--- src/rtl/ddr3_fb_reader.sv ---
// ddr3_fb_reader: two-slot line cache filled by MIG read bursts for an LCD controller.
// Define DDR3_FB_STATS_EN to build the saturating underrun counter.
module ddr3_fb_reader #(
    parameter int unsigned BURST_LEN = 8,
    parameter int unsigned PIX_W     = 6,
    parameter int unsigned X_W       = 9,
    parameter int unsigned Y_W       = 7,
    parameter int unsigned X_LAST    = 319,
    parameter logic [29:0] BASE_ADDR = 30'h0
) (
    input  logic             clk,
    input  logic             rst_n,
    input  logic             mig_ready_i,
    output logic             mig_cmd_en,
    output logic [2:0]       mig_cmd_instr,
    output logic [5:0]       mig_cmd_bl,
    output logic [29:0]      mig_cmd_byte_addr,
    input  logic             mig_cmd_full,
    output logic             mig_rd_en,
    input  logic [31:0]      mig_rd_data,
    input  logic             mig_rd_empty,
    input  logic             mig_rd_error,
    output logic             mig_wr_en,
    output logic [3:0]       mig_wr_mask,
    output logic [31:0]      mig_wr_data,
    input  logic [X_W-1:0]   x_i,
    input  logic [Y_W-1:0]   y_i,
    input  logic             in_hsync_i,
    input  logic             in_vsync_i,
    input  logic             pop_i,
    output logic [PIX_W-1:0] r_o,
    output logic [PIX_W-1:0] g_o,
    output logic [PIX_W-1:0] b_o,
    output logic             ack_o,
    output logic             underrun_o,
    output logic             err_o,
    output logic [15:0]      underrun_cnt_o
);
    localparam int unsigned EW = $clog2(BURST_LEN);
    localparam int unsigned CW = 3 * PIX_W;

    typedef enum logic [2:0] {
        FLUSH, IDLE, WAIT_CMD, EMIT_CMD, WAIT_DATA
    } state_t;

    state_t          state_q, state_d;
    logic [X_W-1:0]  tx_q;
    logic [Y_W-1:0]  ty_q;
    logic            tslot_q;
    logic [EW-1:0]   wcnt_q;
    logic            zdone_q;
    logic            err_q;
    logic [1:0]      valid_q, valid_d;
    logic [CW-1:0]   pix_q;
    logic            ack_q;
    logic            und_q;
    logic [CW-1:0]   mem_q [2*BURST_LEN];

    logic [EW-1:0]   ent;
    logic            slot;
    logic [31:0]     x_nxt;
    logic            trig, hs_fetch, ln_fetch, fetch;
    logic            word_ok, last_word, fill_done;
    logic [Y_W+X_W+1:0] off;
    logic            unused_rd;

    assign ent       = x_i[EW-1:0];
    assign slot      = x_i[EW];
    assign x_nxt     = 32'(x_i) + 32'(BURST_LEN);
    assign trig      = mig_ready_i & pop_i & ~in_vsync_i & (ent == '0);
    assign hs_fetch  = trig & in_hsync_i & ~zdone_q;
    assign ln_fetch  = trig & ~in_hsync_i & (x_nxt <= 32'(X_LAST));
    assign fetch     = hs_fetch | ln_fetch;
    assign word_ok   = (state_q == WAIT_DATA) & ~mig_rd_empty & ~mig_rd_error;
    assign last_word = (wcnt_q == EW'(BURST_LEN - 1));
    assign fill_done = word_ok & last_word;

    assign off               = {ty_q, tx_q, 2'b00};
    assign mig_cmd_byte_addr = BASE_ADDR + 30'(off);
    assign mig_cmd_instr     = 3'b001;
    assign mig_cmd_bl        = 6'(BURST_LEN - 1);
    assign mig_wr_en         = 1'b0;
    assign mig_wr_mask       = 4'h0;
    assign mig_wr_data       = 32'h0;
    assign unused_rd         = ^mig_rd_data;

    always_ff @(posedge clk or negedge rst_n) begin
        if (!rst_n) state_q <= FLUSH;
        else        state_q <= state_d;
    end

    always_comb begin
        state_d = state_q;
        case (state_q)
            FLUSH:     if (mig_rd_empty) state_d = IDLE;
            IDLE:      if (fetch) state_d = WAIT_CMD;
            WAIT_CMD:  if (!mig_cmd_full) state_d = EMIT_CMD;
            EMIT_CMD:  state_d = WAIT_DATA;
            WAIT_DATA: if (fill_done) state_d = IDLE;
            default:   state_d = FLUSH;
        endcase
        if (mig_rd_error) state_d = FLUSH;
    end

    // FLUSH drains stale read data, so the pop is held off while in reset.
    always_comb begin
        mig_cmd_en = 1'b0;
        mig_rd_en  = 1'b0;
        case (state_q)
            EMIT_CMD:         mig_cmd_en = 1'b1;
            FLUSH, WAIT_DATA: mig_rd_en  = rst_n & ~mig_rd_empty;
            default:          ;
        endcase
    end

    // A completing fill wins over a pop clearing the same slot.
    always_comb begin
        valid_d = valid_q;
        if (pop_i && ent == EW'(BURST_LEN - 1)) valid_d[slot] = 1'b0;
        if (fill_done) valid_d[tslot_q] = 1'b1;
    end

    always_ff @(posedge clk or negedge rst_n) begin
        if (!rst_n) begin
            tx_q    <= '0;
            ty_q    <= '0;
            tslot_q <= 1'b0;
            wcnt_q  <= '0;
            zdone_q <= 1'b0;
            err_q   <= 1'b0;
            valid_q <= 2'b00;
            pix_q   <= '0;
            ack_q   <= 1'b0;
            und_q   <= 1'b0;
        end else begin
            if (state_q == IDLE && fetch) begin
                ty_q    <= y_i;
                tx_q    <= hs_fetch ? '0 : x_nxt[X_W-1:0];
                tslot_q <= hs_fetch ? 1'b0 : ~slot;
                zdone_q <= hs_fetch;
            end
            if (state_q == EMIT_CMD) wcnt_q <= '0;
            else if (word_ok)        wcnt_q <= wcnt_q + EW'(1);
            if (mig_rd_error) err_q <= 1'b1;
            valid_q <= valid_d;
            ack_q   <= pop_i;
            und_q   <= pop_i & ~valid_q[slot];
            if (pop_i) pix_q <= valid_q[slot] ? mem_q[{slot, ent}] : '0;
        end
    end

    always_ff @(posedge clk) begin
        if (word_ok)
            mem_q[{tslot_q, wcnt_q}] <= {mig_rd_data[23 -: PIX_W],
                                         mig_rd_data[15 -: PIX_W],
                                         mig_rd_data[7 -: PIX_W]};
    end

    assign r_o        = pix_q[CW-1 -: PIX_W];
    assign g_o        = pix_q[2*PIX_W-1 -: PIX_W];
    assign b_o        = pix_q[PIX_W-1:0];
    assign ack_o      = ack_q;
    assign underrun_o = und_q;
    assign err_o      = err_q;

`ifdef DDR3_FB_STATS_EN
    logic [15:0] ucnt_q;
    always_ff @(posedge clk or negedge rst_n) begin
        if (!rst_n)
            ucnt_q <= '0;
        else if (pop_i && !valid_q[slot] && ucnt_q != 16'hFFFF)
            ucnt_q <= ucnt_q + 16'd1;
    end
    assign underrun_cnt_o = ucnt_q;
`else
    assign underrun_cnt_o = 16'h0;
`endif

endmodule

--- config.mk ---
export PLATFORM = sky130hd
export DESIGN_NAME = ddr3_fb_reader
export DESIGN_NICKNAME = d
export VERILOG_FILES = /design/src/rtl/ddr3_fb_reader.sv
export SDC_FILE = /design/constraint.sdc
export NUM_CORES = 1
export LEC_CHECK = 0
export ABC_AREA = 1
export ABC_CLOCK_PERIOD_IN_PS = 2440
export BUFFER_PORTS_ARGS = -buffer_cell sky130_fd_sc_hd__buf_2
export CORE_MARGIN = 5
export CORE_UTILIZATION = 35
export CTS_CLUSTER_DIAMETER = 60
export DETAILED_ROUTE_END_ITERATION = 8
export GPL_ROUTABILITY_DRIVEN = 0
export PLACE_DENSITY_LB_ADDON = 0.25
export SYNTH_ARGS = -nofsm -noshare
export SYNTH_HDL_FRONTEND = slang
export SYNTH_SLANG_ARGS = --single-unit
--- constraint.sdc ---
create_clock -name clk -period 2.44 [get_ports clk]
set_input_delay 0.244 -clock clk [delete_from_list [all_inputs] [get_ports clk]]
set_output_delay 0.244 -clock clk [all_outputs]
set_load 0.1 [all_outputs]
==> results of run 1 <==
==> cell usage after synthesis (2+ instances only) <==
library cell,n,share of area
a21oi_1,19,0.0068
buf_1,2,0.00054
buf_2,26,0.0093
buf_4,81,0.043
buf_6,4,0.0032
clkbuf_1,26,0.0070
conb_1,2,0.00054
dfrtp_1,46,0.082
edfxtp_1,288,0.62
ha_1,6,0.0054
inv_1,38,0.010
inv_2,5,0.0013
inv_4,2,0.00089
nand2_1,139,0.037
nand2_2,2,0.00089
nand3_1,26,0.0093
nand4_1,2,0.00089
nor2_1,220,0.059
nor2_2,3,0.0013
nor2_4,2,0.0016
nor3_1,2,0.00071
o211ai_1,4,0.0021
o21ai_0,129,0.046
o21ai_1,64,0.023
o22ai_1,50,0.022
or2_1,2,0.00089
or2_2,2,0.00089
==> flip-flops by register name, indices dropped and copies added (netlist names) <==
register    flops
ack_o           1
err_o           1
mem_q         288
pix_q          18
state_q         3
tx_q            9
ty_q            7
underrun_o      1
valid_q         2
wcnt_q          3
zdone_q         1
==> layer usage <==
metal	share of wire	vias up
met5	0	-
met4	0.023	0
met3	0.057	57
met2	0.46	267
met1	0.45	4471
li1	-	4259
==> power groups by stage <==
stage / sequential, µW / clock, µW / combinational [µW]
after floorplan: 6840 / 0 / 1200
after global placement: 6470 / 0 / 1870
after detailed placement: 6470 / 0 / 1880
after CTS: 6360 / 5970 / 1900
after global routing: 6360 / 6210 / 2010
final: 6360 / 5810 / 1890
==> cell type report <==
cell class	instances	area, µm²
clock buffers	46	1030
inverters	46	180
multi-input cells	757	3490
fillers	3726	23400
flip-flops and latches	334	9800
well taps	525	657
repair buffers	129	958
clock inverters	21	245
diodes	1	2.50
==> cell families (layout without fill, tap and decap cells) <==
kind of cell             Yosys count  after routing  share of synthesized area
AO/OA/AOI/OAI                    271            271                      0.103
AND/OR/NAND/NOR                  403            403                      0.116
flip-flops                       334            334                      0.699
adder cells (fa/ha/maj)            6              6                    0.00535
buffers and inverters            185            242                     0.0760
other                              2             77                   0.000535
XOR/XNOR                           1              1                   0.000624
==> what timing repair did <==
item	4_1_cts	5_1_grt
hold buffers	10	0
endpoints found under the hold margin	57	0
setup endpoints to repair	0	0
==> how the worst max path moves through the flow <==
stage | endpoint | cells after the start
2_1_floorplan | wcnt_q[0] | 4
3_3_place_gp | pix_q[4] | 11
3_5_place_dp | mem_q[12][0] | 6
4_1_cts | mem_q[12][13] | 6
5_1_grt | mem_q[12][13] | 6
6_report | mem_q[12][4] | 6
==> through the flow <==
stage	worst slack [ns]	instance area [µm²]	util	total power, µW
floorplan	0.236	14300	-	8040
global placement	0.407	15000	0.377	8340
detailed placement	0.425	15000	0.377	8360
CTS	0.426	16400	0.412	14200
global route	0.291	16400	0.412	14600
finish	0.432	16400	0.412	14100
==> qor.csv, run 1 <==
stage;metric;value;unit
power;Comb pwr share;0.134;
detailed_routing;Detail Route Antenna Nets;0;
layout;most frequent cells in the layout;288 x edfxtp_1, 204 x nor2_1, 139 x nand2_1;
sta;Slew @ Worst Pin;0.675;ns
setup_path;Setup crit start;state_q[1];
cts;worst-skew pair later-pin latency;0.53;ns
sta;RSZ-0062 raised after global routing;no;
setup_path;worst-path cell chain;nor2_1, nand2_1, nor2_4, nand2_1, nor2_2, buf_4;
die;core area;39700;µm²
yosys;Syn. warnings;0;
cts;H-tree Lvls;2;
detailed_routing;DR pass1 iterations;5;
yosys;number of synthesized register bits;334;
outcome;status;finished clean;
placement;DP Wirelength;19900;µm
yosys;Cell Area, Synth;14000;µm²
power;maximum VDD drop;0.000491;V
detailed_routing;vias per cell;4.87;
cts;maximum clock insertion buffer count;3;
detailed_routing;vias post-DR;9054;
global_route;first-pass GRT wire length;53200;µm
sta;period utilization;0.823;
global_route;gr busiest metal;met2;
sta;setup_tns;0;ns
cts;CTS tree;done;
cts;CTS sink cnt;334;
layout;P&R area growth vs syn;16.6;%
yosys;Syn Inst Count;1202;
sta;final setup fails;0;
yosys;Synth Flop Type;edfxtp_1;
setup_path;Worst path slowest cell;dfrtp_1;
yosys;Seq/Total Area, Yosys;0.699;
setup_path;CP endpoint kind;flip-flop;
die;Die X;210;µm
cts;Inserted Clock Buffers;38;
detailed_routing;drt total wl;35100;µm
setup_path;reg-to-reg critical path startpoint;state_q[1];
global_route;GRT Residual Overflow;0;
die;Die Ht;210;µm
die;num rows;73;
sta;Tmin final;2.01;ns
power;clock power share;0.413;
cts;Post-CTS Resized;0;
global_route;vias in the first global route;8680;
global_route;antenna violations before repair;2;
sta;Slew HR;0.550;
sta;clk_skew;0.0152;ns
sta;max-slew violations;0;
yosys;Avg Cell Area, Syn;11.7;µm²
layout;most common cell after layout, fill and taps aside;edfxtp_1;
sta;maximum clock rate;498;MHz
global_route;gr usage total;0.156;
setup_path;critical path's top delay family;simple AND/OR/NAND/NOR gates;
setup_path;Worst R2R Setup Slack;0.43;ns
cts;clk slew on worst S/H paths;0.06;ns
setup_path;critical path peak fanout;18;
layout;Final Non-Filler Cells;1859;
setup_path;FF-to-FF End;mem_q[12][4];
setup_path;Worst Reg-to-Reg Cells;6;
layout;NumNets Final;1369;
power;switch share;0.277;
layout;layout cell share with drive strength beyond 1;0.160;
setup_path;Worst EP arrival;2.19;ns
setup_path;Crit Path Class;reg2reg;
run;maxcap violations;0;
yosys;Distinct cells, synth;37;
cts;CTS root buffer;clkbuf_16;
detailed_routing;Post-route DRC;0;
global_route;routing usage on met3;0.0272;
yosys;Post-synth ARST share;0.138;
sta;Min Hold Slack;0.0865;ns
power;cell-internal power;10200;µW
die;DIE AREA;44200;µm²
setup_path;CP Launch Type;flip-flop;
detailed_routing;initial DRC count;776;
power;P_sw;3890;µW
sta;final hold violation count;0;
setup_path;most frequent CP cell;nand2_1;
setup_path;WP data required;2.63;ns
power;register share of total power;0.452;
worst_hold_path;sink of the worst hold path;mem_q[0][2];
setup_path;crit-path max cell delay;0.40;ns
worst_hold_path;HP Class;in2reg;
placement;buffers added on ports;81;
setup_path;WP buf/inv;1;
global_route;GR Layer Usage met1;0.217;
global_route;pin count of the biggest net entering global routing;72;
global_route;met2 Track Usage GR;0.256;
detailed_routing;routed wire length per instance;18.9;µm
power;Power Dens Cells;859;nW/µm²
worst_hold_path;Min-Delay Path Depth;1;
cts;Setup Buffers After CTS;0;
power;Static Leak;0.00621;µW
yosys;number of synthesized flops with an enable pin;288;
die;initial core utilization;0.353;
worst_hold_path;hold_sp;mig_rd_data[4];
die;top-level port count;172;
placement;dpl cells;1781;
No activity file was read; power rests on OpenSTA's default activity.
==> inputs of run 2 (changes only) <==
- ABC_CLOCK_PERIOD_IN_PS: 2440 -> 1800
- clock period: 2.44 -> 1.8 ns (I/O delays scaled with it)
==> run 2 against run 1 <==
  * Core utilization rose by 0.79 points
  * Cell area increased by 1.9%
  * Total power rose by 34%
  * Sequential power rose by 36%
  * Combinational power rose by 45%
  * Largest cell class unchanged
  * Non-clock buffer count increased by 31
  * Maximum frequency rose by 13%
  * Final cell count rose by 1.8%
  * Die area unchanged
==> qor.csv, run 2 (synthesis gave the netlist of run 1 again) <==
stage;metric;value;unit
detailed_routing;routed wire length per instance;18.8;µm
cts;H-tree Lvls;2;
global_route;gr usage total;0.159;
outcome;status;finished clean;
sta;Tmin final;1.78;ns
detailed_routing;Post-route DRC;0;
global_route;GRT Residual Overflow;0;
placement;DP Wirelength;21900;µm
global_route;first-pass GRT wire length;53900;µm
die;core area;39700;µm²
layout;register area;9800;µm²
worst_hold_path;hold_sp;mig_rd_data[2];
die;Die X;210;µm
power;overall power;18900;µW
die;top-level port count;172;
setup_path;WP data required;2.03;ns
layout;fin util;0.420;
worst_hold_path;HP Class;in2reg;
sta;Min Hold Slack;0.0294;ns
sta;Slew @ Worst Pin;0.649;ns
sta;period utilization;0.986;
power;Power Dens Cells;1130;nW/µm²
layout;most common cell after layout, fill and taps aside;edfxtp_1;
placement;buffers added on ports;81;
setup_path;Worst R2R Setup Slack;0.02;ns
layout;layout cell share with drive strength beyond 1;0.179;
global_route;antenna violations before repair;4;
layout;P&R area growth vs syn;18.9;%
cts;maximum clock insertion buffer count;3;
die;num rows;73;
power;Static Leak;0.00637;µW
power;maximum VDD drop;0.000683;V
detailed_routing;vias per cell;4.85;
setup_path;CP Launch Type;flip-flop;
sta;max-slew violations;0;
layout;most frequent cells in the layout;288 x edfxtp_1, 202 x nor2_1, 138 x nand2_1;
detailed_routing;vias post-DR;9182;
sta;RSZ-0062 raised after global routing;yes;
cts;Inserted Clock Buffers;38;
layout;max reg flops;288;
setup_path;reg-to-reg critical path startpoint;state_q[0];
detailed_routing;initial DRC count;709;
setup_path;Worst EP arrival;2.01;ns
sta;Slew HR;0.567;
setup_path;critical path peak fanout;14;
sta;final hold violation count;0;
detailed_routing;DR pass1 iterations;5;
layout;area of the multi-input gates;3510;µm²
sta;maximum clock rate;563;MHz
setup_path;Setup crit start;state_q[0];
detailed_routing;drt total wl;35600;µm
die;initial core utilization;0.353;
setup_path;CP endpoint kind;flip-flop;
layout;register with the most flip-flops;mem_q;
layout;Largest regs;mem_q: 288 flops, pix_q: 18 flops, tx_q: 9 flops;
cts;worst-skew pair later-pin latency;0.53;ns
cts;Setup Buffers After CTS;0;
cts;CTS sink cnt;334;
sta;setup_tns;0;ns
layout;Fill cells;3740;
die;DIE AREA;44200;µm²
global_route;pin count of the biggest net entering global routing;57;
detailed_routing;Detail Route Antenna Nets;0;
setup_path;Crit Path Class;reg2reg;
cts;CTS root buffer;clkbuf_16;
sta;final setup fails;0;
sta;clk_skew;0.0111;ns
global_route;vias in the first global route;8893;
setup_path;FF-to-FF End;mem_q[12][4];
worst_hold_path;Min-Delay Path Depth;1;
cts;CTS tree;done;
setup_path;CP endpoint;mem_q[12][4];
setup_path;Worst Reg-to-Reg Cells;6;
layout;NumNets Final;1400;
run;maxcap violations;0;
die;Die Ht;210;µm
cts;clk slew on worst S/H paths;0.06;ns
[run 2: critical path, cell delays in order (launching register included)]
cell	delay, ns
dfrtp_1	0.39
nor2_2	0.13
nand2_1	0.13
nor2_4	0.16
nand2_1	0.20
nor2_2	0.24
buf_12	0.20
[run 2: through the flow]
stage | setup slack (ns) | instances | area [µm²]
6_report | 0.0244 | 1893 | 16700
5_1_grt | -0.0783 | 1893 | 16700
3_5_place_dp | 0.0321 | 1811 | 15300
4_1_cts | 0.00477 | 1891 | 16600
3_3_place_gp | 0.0379 | 1811 | 15300
2_1_floorplan | -0.308 | 1276 | 14300
[run 2: what timing repair did]
action	CTS	global route
hold buffers	11	0
endpoints found under the setup margin	2	263
hold endpoints to repair	58	0
pin swaps	2	1
resized for setup	3	5
[run 2: per-layer routing]
metal | GRT usage | wire, µm | vias up
met5 | 0 | 24 | -
met4 | 0.0491 | 758 | 4
met3 | 0.0281 | 2150 | 52
met2 | 0.254 | 16500 | 275
met1 | 0.223 | 16200 | 4517
li1 | - | - | 4334
[run 2: power by group]
group	switching [µW]	internal, µW	total [µW]
Combinational	2210	537	2740
Clock	2990	4520	7520
Sequential	78.8	8540	8620
[run 2: final cells by class]
| class | instances | share of cell area |
|---|---|---|
| inverters | 46 | 0.0108 |
| clock buffers | 58 | 0.0684 |
| clock inverters | 11 | 0.00533 |
| multi-input cells | 757 | 0.211 |
| diodes | 2 | 0.000300 |
| flip-flops and latches | 334 | 0.588 |
| repair buffers | 160 | 0.0774 |
| well taps | 525 | 0.0394 |
[run 2: how the worst min path moves through the flow]
stage	end	slack, ns
floorplan	ack_o	-0.12
global placement	ack_o	0.36
detailed placement	ack_o	0.36
CTS	mem_q[2][0]	0.0007
global route	mem_q[0][0]	0.02
finish	mem_q[3][0]	0.03
==> inputs of run 3 (changes only) <==
- CORE_UTILIZATION: 35 -> 52
==> run 3 against run 2 <==
  * Critical endpoint is now mem_q[6][12]
  * Maximum frequency up 1.6%
  * Total power down 2.6%
  * Count of clock-buffer cells in the layout down 10
  * Cell area down 2.3%
  * Worst hold slack worse by 0.0088 ns
  * Routed wire length down 8.1%
  * Highest routed layer is now met4
  * Final cell count down 10%
  * Die area down 31%
  * Setup slack better by 0.027 ns
  * Via count up 1.0%
==> qor.csv, run 3 (synthesis gave the netlist of run 1 again) <==
stage;metric;value;unit
layout;most common cell after layout, fill and taps aside;edfxtp_1;
detailed_routing;Detail Route Antenna Nets;0;
cts;Inserted Clock Buffers;35;
cts;H-tree Lvls;2;
detailed_routing;drt total wl;32700;µm
setup_path;WP data required;2.00;ns
detailed_routing;DR pass1 iterations;5;
sta;Slew @ Worst Pin;0.620;ns
sta;Tmin final;1.75;ns
power;register share of total power;0.469;
sta;maximum clock rate;572;MHz
sta;max-slew violations;0;
sta;final setup fails;0;
sta;setup_tns;0;ns
global_route;GRT Residual Overflow;0;
die;num rows;60;
layout;Largest regs;mem_q: 288 flops, pix_q: 18 flops, tx_q: 9 flops;
setup_path;Crit Path Class;reg2reg;
setup_path;CP Launch Type;flip-flop;
cts;worst-skew pair later-pin latency;0.51;ns
layout;diodes inserted;0;
cts;CTS sink cnt;334;
die;core area;26700;µm²
power;Comb pwr share;0.147;
cts;clk slew on worst S/H paths;0.06;ns
run;maxcap violations;0;
cts;maximum clock insertion buffer count;3;
global_route;pin count of the biggest net entering global routing;58;
global_route;gr usage total;0.212;
layout;P&R area growth vs syn;16.2;%
layout;max reg flops;288;
sta;clk_skew;0.0171;ns
layout;most frequent cells in the layout;288 x edfxtp_1, 202 x nor2_1, 139 x nand2_1;
placement;buffers added on ports;81;
setup_path;CP endpoint kind;flip-flop;
detailed_routing;vias post-DR;9274;
layout;Fill cells;2064;
die;DIE AREA;30400;µm²
sta;Slew HR;0.587;
detailed_routing;vias per cell;5.46;
die;Die X;174;µm
power;Static Leak;0.00630;µW
die;top-level port count;172;
global_route;antenna violations before repair;0;
power;Power Dens Cells;1130;nW/µm²
detailed_routing;Post-route DRC;0;
setup_path;Worst EP arrival;1.95;ns
global_route;first-pass GRT wire length;50400;µm
global_route;vias in the first global route;8891;
worst_hold_path;HP Class;in2reg;
layout;area of the multi-input gates;3500;µm²
cts;CTS root buffer;clkbuf_16;
die;Die Ht;174;µm
layout;NumNets Final;1394;
setup_path;critical path peak fanout;6;
placement;DP Wirelength;20800;µm
sta;Min Hold Slack;0.0206;ns
power;switch share;0.277;
detailed_routing;initial DRC count;986;
sta;RSZ-0062 raised after global routing;yes;
layout;layout cell share with drive strength beyond 1;0.174;
detailed_routing;routed wire length per instance;19.3;µm
power;clock power share;0.385;
layout;register area;9800;µm²
power;P_sw;5090;µW
power;cell-internal power;13300;µW
cts;CTS tree;done;
sta;period utilization;0.971;
sta;final hold violation count;0;
layout;register with the most flip-flops;mem_q;
die;initial core utilization;0.525;
power;maximum VDD drop;0.000851;V
outcome;status;finished clean;
[run 3: cell count changes in the layout (fill, tap and decap cells not counted), sizes merged]
| cell | change |
|---|---|
| buf | -2 |
| inv | -1 |
| diode | -2 |
| clkbuf | -9 |
| clkinv | +2 |
| dlygate4sd3 | -2 |
| bufinv | +2 |
| clkinvlp | +1 |
[run 3: what timing repair did]
item	CTS	global route
hold buffers	9	0
endpoints found under the setup margin	0	227
hold endpoints to repair	54	0
gates resized for setup	0	3
setup buffers	0	0
[run 3: cell type report]
| cell class | count | share of cell area |
|---|---|---|
| tap | 341 | 0.0262 |
| sequential | 334 | 0.601 |
| inverter | 46 | 0.0110 |
| clock buffer | 48 | 0.0600 |
| clock inverter | 15 | 0.00967 |
| timing repair buffer | 157 | 0.0771 |
| multi-input combinational | 757 | 0.215 |
[run 3: worst paths after layout]
kind,to,cells after the start,startpoint,slack (ns)
min in group asynchronous,pix_q[6],3,rst_n,0.42
max reg2reg,mem_q[6][12],6,state_q[1],0.05
min reg2reg,err_o,1,err_o,0.46
max,mem_q[6][12],6,state_q[1],0.05
max in group asynchronous,pix_q[2],3,rst_n,0.95
min,err_o,3,mig_rd_error,0.02
[run 3: metrics by stage]
step                      total power, µW  utilization  worst slack [ns]  instance area, µm²  std cells
after detailed placement            11400        0.564            0.0459               15100       1626
after global routing                19000        0.610           -0.0418               16300       1698
after floorplan                     10900            -            -0.308               14300       1276
after CTS                           18500        0.609            0.0196               16300       1698
after global placement              11400        0.564            0.0940               15100       1626
final                               18400        0.610            0.0518               16300       1698
[run 3: critical path: stages, from the launching register on]
cell and delay, ns:
dfrtp_1 0.42, nor2_2 0.11, nand2_1 0.12, nor2_4 0.15
nand2_1 0.21, nor2_2 0.22, buf_4 0.22
[run 3: power by group through the flow]
stage,combinational (µW),clock [µW],sequential (µW)
final,2700,7070,8620
after floorplan,1640,0,9270
after global routing,2860,7530,8630
after detailed placement,2660,0,8770
after global placement,2630,0,8770
after CTS,2680,7190,8610
[run 3: routing by layer]
metal	global-route usage	wire length, µm
met5	0	0
met1	0.310	14000
met3	0.0389	3020
met4	0.0554	609
met2	0.330	15000
